===== src/rtl/mul_fu_scheduler.sv =====
// mul_fu_scheduler: round-robin arbiter and sequencer for a shared multi-cycle
// multiplier. It grants one requester, starts the FU, waits for its finish
// strobe and holds the tagged result on the writeback port until it is acked.
// Optional build macro MUL_TIMEOUT_EN adds a watchdog on the FU finish strobe
// that raises a sticky err and forces a zero-data writeback so the consumer
// never deadlocks.
module mul_fu_scheduler #(
   parameter int NUM_REQ = 2,
   parameter int TAG_W   = 4,
   parameter int TIMEOUT = 16
) (
   input  logic                     clk,
   input  logic                     rst,
   input  logic [NUM_REQ-1:0]       i_req_valid,
   input  logic [NUM_REQ*32-1:0]    i_req_a,
   input  logic [NUM_REQ*32-1:0]    i_req_b,
   input  logic [NUM_REQ*TAG_W-1:0] i_req_tag,
   output logic [NUM_REQ-1:0]       o_req_grant,
   output logic                     o_fu_en,
   output logic [31:0]              o_fu_a,
   output logic [31:0]              o_fu_b,
   input  logic [31:0]              i_fu_res,
   input  logic                     i_fu_finish,
   output logic                     o_wb_valid,
   output logic [31:0]              o_wb_data,
   output logic [TAG_W-1:0]         o_wb_tag,
   input  logic                     i_wb_ack,
   output logic                     o_busy,
   output logic                     o_err
);

   localparam int PTR_W = $clog2(NUM_REQ);

   typedef enum logic [1:0] {
      ST_IDLE  = 2'd0,
      ST_START = 2'd1,
      ST_WAIT  = 2'd2,
      ST_WB    = 2'd3
   } state_t;

   state_t             r_state;
   logic [PTR_W-1:0]   r_rr_ptr;
   logic [TAG_W-1:0]   r_tag;
   logic               r_fu_en;
   logic [31:0]        r_fu_a;
   logic [31:0]        r_fu_b;
   logic               r_wb_valid;
   logic [31:0]        r_wb_data;
   logic [TAG_W-1:0]   r_wb_tag;
   logic               r_busy;

   logic               w_found;
   logic [PTR_W-1:0]   w_idx;
   logic [PTR_W:0]     w_cand;
   logic [PTR_W-1:0]   w_next_ptr;
   logic [31:0]        w_sel_a;
   logic [31:0]        w_sel_b;
   logic [TAG_W-1:0]   w_sel_tag;

   // Round-robin search: first valid requester at or above r_rr_ptr, wrapping.
   // NOTE: every variable assigned in a combinational block gets a default
   // first, so no path leaves it unassigned and no latch is inferred.
   always_comb begin
      w_found = 1'b0;
      w_idx   = '0;
      w_cand  = '0;
      for (int k = 0; k < NUM_REQ; k++) begin
         w_cand = {1'b0, r_rr_ptr} + (PTR_W+1)'(k);
         if (w_cand >= (PTR_W+1)'(NUM_REQ))
            w_cand = w_cand - (PTR_W+1)'(NUM_REQ);
         if (!w_found && i_req_valid[w_cand[PTR_W-1:0]]) begin
            w_found = 1'b1;
            w_idx   = w_cand[PTR_W-1:0];
         end
      end
   end

   // Operand/tag mux for the winning requester and the rotated pointer.
   always_comb begin
      w_sel_a    = i_req_a[w_idx*32 +: 32];
      w_sel_b    = i_req_b[w_idx*32 +: 32];
      w_sel_tag  = i_req_tag[w_idx*TAG_W +: TAG_W];
      w_next_ptr = (w_idx == PTR_W'(NUM_REQ-1)) ? '0 : w_idx + 1'b1;
   end

   // Grants are only issued while idle; one-hot on the selected requester.
   always_comb begin
      o_req_grant = '0;
      if (r_state == ST_IDLE && w_found)
         o_req_grant = NUM_REQ'(1) << w_idx;
   end

`ifdef MUL_TIMEOUT_EN
   localparam int CNT_W = $clog2(TIMEOUT + 1);
   logic [CNT_W-1:0] r_cnt;
   logic             r_err;
`endif

   // Operation sequencer: IDLE -> START -> WAIT -> WB -> IDLE, all outputs registered.
   // NOTE: sequential state uses non-blocking assignments so every register
   // samples pre-edge values regardless of statement order.
   always_ff @(posedge clk or posedge rst) begin
      if (rst) begin
         r_state    <= ST_IDLE;
         r_rr_ptr   <= '0;
         r_tag      <= '0;
         r_fu_en    <= 1'b0;
         r_fu_a     <= '0;
         r_fu_b     <= '0;
         r_wb_valid <= 1'b0;
         r_wb_data  <= '0;
         r_wb_tag   <= '0;
         r_busy     <= 1'b0;
`ifdef MUL_TIMEOUT_EN
         r_cnt      <= '0;
         r_err      <= 1'b0;
`endif
      end else begin
         case (r_state)
            ST_IDLE: begin
               if (w_found) begin
                  r_fu_a   <= w_sel_a;
                  r_fu_b   <= w_sel_b;
                  r_tag    <= w_sel_tag;
                  r_rr_ptr <= w_next_ptr;
                  r_fu_en  <= 1'b1;
                  r_busy   <= 1'b1;
                  r_state  <= ST_START;
               end
            end
            ST_START: begin
               r_fu_en <= 1'b0;
`ifdef MUL_TIMEOUT_EN
               r_cnt   <= '0;
`endif
               r_state <= ST_WAIT;
            end
            ST_WAIT: begin
`ifdef MUL_TIMEOUT_EN
               r_cnt <= r_cnt + 1'b1;
`endif
               if (i_fu_finish) begin
                  r_wb_data  <= i_fu_res;
                  r_wb_tag   <= r_tag;
                  r_wb_valid <= 1'b1;
                  r_state    <= ST_WB;
               end
`ifdef MUL_TIMEOUT_EN
               else if (r_cnt == CNT_W'(TIMEOUT - 1)) begin
                  // Missing finish: flag it and release the consumer with zero data.
                  r_err      <= 1'b1;
                  r_wb_data  <= '0;
                  r_wb_tag   <= r_tag;
                  r_wb_valid <= 1'b1;
                  r_state    <= ST_WB;
               end
`endif
            end
            ST_WB: begin
               if (i_wb_ack) begin
                  r_wb_valid <= 1'b0;
                  r_busy     <= 1'b0;
                  r_state    <= ST_IDLE;
               end
            end
            default: r_state <= ST_IDLE;
         endcase
      end
   end

   assign o_fu_en    = r_fu_en;
   assign o_fu_a     = r_fu_a;
   assign o_fu_b     = r_fu_b;
   assign o_wb_valid = r_wb_valid;
   assign o_wb_data  = r_wb_data;
   assign o_wb_tag   = r_wb_tag;
   assign o_busy     = r_busy;
`ifdef MUL_TIMEOUT_EN
   assign o_err      = r_err;
`else
   assign o_err      = 1'b0;
`endif

endmodule


===== config.mk =====
export PLATFORM = sky130hd
export DESIGN_NAME = mul_fu_scheduler
export DESIGN_NICKNAME = d
export VERILOG_FILES = /design/src/rtl/mul_fu_scheduler.sv
export SDC_FILE = /design/constraint.sdc
export NUM_CORES = 1
export LEC_CHECK = 0
export ABC_AREA = 1
export CORE_MARGIN = 4
export CORE_UTILIZATION = 43
export CTS_BUF_LIST = sky130_fd_sc_hd__clkbuf_8
export DETAILED_ROUTE_END_ITERATION = 7
export GPL_TIMING_DRIVEN = 0
export MAX_ROUTING_LAYER = met4
export PLACE_DENSITY = 0.95
export SYNTH_ARGS = -nofsm -noshare
export SYNTH_HDL_FRONTEND = slang
export SYNTH_SLANG_ARGS = --single-unit
export TNS_END_PERCENT = 100

===== constraint.sdc =====
create_clock -name clk -period 7.7 [get_ports clk]
set_input_delay 1.54 -clock clk [delete_from_list [all_inputs] [get_ports clk]]
set_output_delay 1.54 -clock clk [all_outputs]
set_load 0.01 [all_outputs]

==> reports/summary.md <==
The average wire per standard cell came out at 19.58 microns. The logs give 110 for the CTS sink count and 0 for the total of endpoints with negative setup slack in the final report. For this run, the register share of the synthesized area comes to 53.99%. The nature of the critical path startpoint was a primary input. The tools report the count of final hold-check violations as 0. The floorplan step defined a die boundary enclosing 13660 sq um. In this run the cell area of the synthesized design comes to 5099 sq um.

Summing all flip-flop and latch instances after layout gives 2753 sq um. After detailed routing, the number of remaining DRC violations is 0. The summed negative setup slack over all endpoints is 0 ns, and the total of buffers placed on input and output ports is 277.

Dividing the detail-routed via count by the number of cells gives 5.575. The number of nets handed over by synthesis was 771. The tools report the initial core utilization as 44.27%. The congestion estimate from routability-driven global placement came to 0.8690.

The worst setup path is of the primary input to primary output kind. The maximum ir drop on the vdd rail came out at 0.1823 mV. The run gives 57.38% as the relative max-transition margin. TritonCTS built the clock tree.

For the synthesized instance count, the log shows 593. The run gives 0.37 ns as the later-pin clock latency in the skew report. For the worst setup path, the data arrival time is 3.60 ns. During synthesis, Yosys emitted a total of 0 warnings. Power spread over the standard cell area amounts to 371.8 nW/um^2. Each instance of the synthesized netlist takes up on average 8.598 sq um. Summed over all layers, the global routing overflow is 0. In this run the number of H-tree levels came out at 3. The flow ran to the end, and the final reports show no timing, DRC or antenna violations. Across the routed clock network, the largest skew measured is 0.01754 ns. In the final layout, the multi-input gates occupy 2007 sq um. The clock slew at the register clock pins of the worst setup and hold paths was 0.10 ns; the horizontal die dimension was 116.9 microns. The wire length of the first global-routing pass was 29840 microns; the count of cell types in the netlist was 20. In this run the remaining antenna-violating nets after routing total 0.

The area growth from synthesis to layout is 63.26%. The tree is rooted in a sky130_fd_sc_hd__clkbuf_8. The count of antenna diodes in the layout was 0. The number of register bits inferred by synthesis was 110. The initial antenna violation count was 0; the number of CTS-inserted buffers was 9. For the iteration-0 DRC count of the detailed router, the log shows 514.

In the final design database the tool counted 1060 nets. The die is 116.9 microns tall. Worst hold slack after final layout: 0.4805 ns. After layout, the minimum clock period comes to 5.141 ns. The maximum buffer depth of the clock tree is 2, and the peak fanout along the critical path is 10. The final number of max-transition violations was 0; the measured slew at the worst slew-check pin was 0.6393 ns. Entering global routing, the biggest net connects 65 pins. During I/O placement, the number of pins put on the boundary was 280. For this block, the routed nets add up to 20160 microns of wire. Summed over all nets, the half-perimeter wirelength after detailed placement is 15560 microns. The placeable core region is 11520 sq um. Dividing the final minimum period by the clock period gives 66.77%.

The path class of the tightest hold or removal check is flip-flop to flip-flop. Leakage power: 3.744 nW. Buffers added to address setup during post-CTS repair amount to 0. Across the run, the number of max-cap violations was 0.

Setup repair after global routing left no endpoint under its margin. The run gives 29.29% as the global routing usage summed across all routing layers. Counting the fill cells in the layout gives 842. The tools report the total of hold buffers inserted after clock tree synthesis as 0. The first TritonRoute pass finished after 5 iterations. The via count of the first global-routing pass was 5690. For this block, the via count after detailed routing is 5742. Cells fill 72.28% of the core in the end.

Timing would allow up to 194.5 MHz. The post-route netlist has 6.201% of its cells at a drive strength greater than 1. The number of cells upsized or downsized after cts was 0; the data required time of the worst path was 6.16 ns.

For the floorplan row count, the log shows 39. The category of the worst setup path capture point was a primary output.
layout by cell type, fill, tap and decap left out, types with 2 or more instances in the layout:
| cell type | synthesis | routed |
|---|---|---|
| sky130_fd_sc_hd__buf_4 | 12 | 12 |
| sky130_fd_sc_hd__clkbuf_8 | 0 | 9 |
| sky130_fd_sc_hd__o21ai_0 | 2 | 2 |
| sky130_fd_sc_hd__buf_2 | 19 | 19 |
| sky130_fd_sc_hd__inv_1 | 11 | 10 |
| sky130_fd_sc_hd__dfrtp_1 | 110 | 110 |
| sky130_fd_sc_hd__nand4_1 | 70 | 70 |
| sky130_fd_sc_hd__buf_6 | 2 | 2 |
| sky130_fd_sc_hd__nand3_1 | 174 | 174 |
| sky130_fd_sc_hd__nand2_1 | 157 | 157 |
| sky130_fd_sc_hd__clkdlybuf4s50_1 | 0 | 277 |
| sky130_fd_sc_hd__bufinv_16 | 0 | 3 |
| sky130_fd_sc_hd__ha_1 | 4 | 4 |
| sky130_fd_sc_hd__buf_1 | 9 | 9 |
| sky130_fd_sc_hd__a21oi_1 | 2 | 2 |
| sky130_fd_sc_hd__clkbuf_1 | 14 | 14 |
cell usage after synthesis:
cell type	number	area share, %
sky130_fd_sc_hd__buf_1	9	0.66
sky130_fd_sc_hd__nor2_2	1	0.12
sky130_fd_sc_hd__buf_2	19	1.9
sky130_fd_sc_hd__buf_4	12	1.8
sky130_fd_sc_hd__clkbuf_1	14	1.0
sky130_fd_sc_hd__dfrtp_1	110	54
sky130_fd_sc_hd__buf_6	2	0.44
sky130_fd_sc_hd__inv_2	1	0.074
sky130_fd_sc_hd__inv_1	11	0.81
sky130_fd_sc_hd__nand2_1	157	12
sky130_fd_sc_hd__a21oi_1	2	0.20
sky130_fd_sc_hd__nand4_1	70	8.6
sky130_fd_sc_hd__nor2_4	1	0.22
sky130_fd_sc_hd__o21ai_1	1	0.098
sky130_fd_sc_hd__conb_1	1	0.074
sky130_fd_sc_hd__o21ai_2	1	0.17
sky130_fd_sc_hd__nand3_1	174	17
sky130_fd_sc_hd__o21ai_0	2	0.20
sky130_fd_sc_hd__nor2_1	1	0.074
sky130_fd_sc_hd__ha_1	4	0.98
sequential cells by signal (all words and copies together), names as in the netlist:
register,count
o_fu_en,1
o_fu_b,32
o_busy,1
o_fu_a,32
o_wb_tag,4
o_wb_valid,1
r_state,2
r_rr_ptr,1
r_tag,4
o_wb_data,32
final timing paths:
path                                 from        endpoint  slack [ns]  cells after the start
max                        i_req_valid[0]  o_req_grant[0]        2.56                      7
max reg2reg                    r_state[0]        r_tag[1]        5.80                      8
min in group asynchronous             rst   o_wb_data[29]        1.61                      2
min reg2reg                   o_wb_tag[3]     o_wb_tag[3]        0.48                      2
min                           o_wb_tag[3]     o_wb_tag[3]        0.48                      2
max in group asynchronous             rst       o_fu_a[8]        5.34                      3
cell type report:
type,instances,area share [%]
Tap cell,143,2.149
Sequential cell,110,33.07
Multi-Input combinational cell,415,24.11
Clock buffer,9,1.488
Buffer,56,3.532
Timing Repair Buffer,278,33.64
Clock inverter,7,1.443
Inverter,12,0.5712
critical path, stage by stage:
cell	delay, ns
sky130_fd_sc_hd__clkdlybuf4s50_1	0.54
sky130_fd_sc_hd__nand2_1	0.22
sky130_fd_sc_hd__nand2_1	0.31
sky130_fd_sc_hd__buf_2	0.29
sky130_fd_sc_hd__nand2_1	0.10
sky130_fd_sc_hd__inv_1	0.06
sky130_fd_sc_hd__clkdlybuf4s50_1	0.55
layer usage:
| metal | track usage [%] | vias to the layer above | part of all wire, % |
|---|---|---|---|
| met5 | - | - | 0 |
| met4 | 10.86 | 0 | 3.8 |
| met3 | 7.918 | 53 | 9.8 |
| met2 | 49.87 | 329 | 50 |
| met1 | 33.07 | 2727 | 37 |
| li1 | - | 2633 | - |
power breakdown:
part / switching (mW) / internal (mW)
Sequential: 0.167 / 0.859
Clock: 0.205 / 0.217
Combinational: 0.855 / 0.792
cell families (layout without fill, tap and decap cells):
logic type                 Yosys count  count (layout)  synth area share (%)
and+or+nand+nor                    404             404                 37.64
buffers and inverters               68             362                 6.650
other                                1               1               0.07355
adders and majority gates            4               4                0.9816
AOI/OAI and AO/OA                    6               6                0.6625
DFF                                110             110                 53.99
through the flow:
stage / setup WS (ns) / std cells / instance area (sq um) / power, mW
after CTS: 2.559 / 1030 / 8324 / 3.094
after global placement: 1.578 / 1013 / 8050 / 2.598
after global routing: 2.460 / 1030 / 8324 / 3.290
after floorplan: 3.258 / 593 / 5099 / 1.777
after detailed placement: 2.570 / 1014 / 8080 / 2.670
final: 2.559 / 1030 / 8324 / 3.095
(Power assumes the default switching activity.)
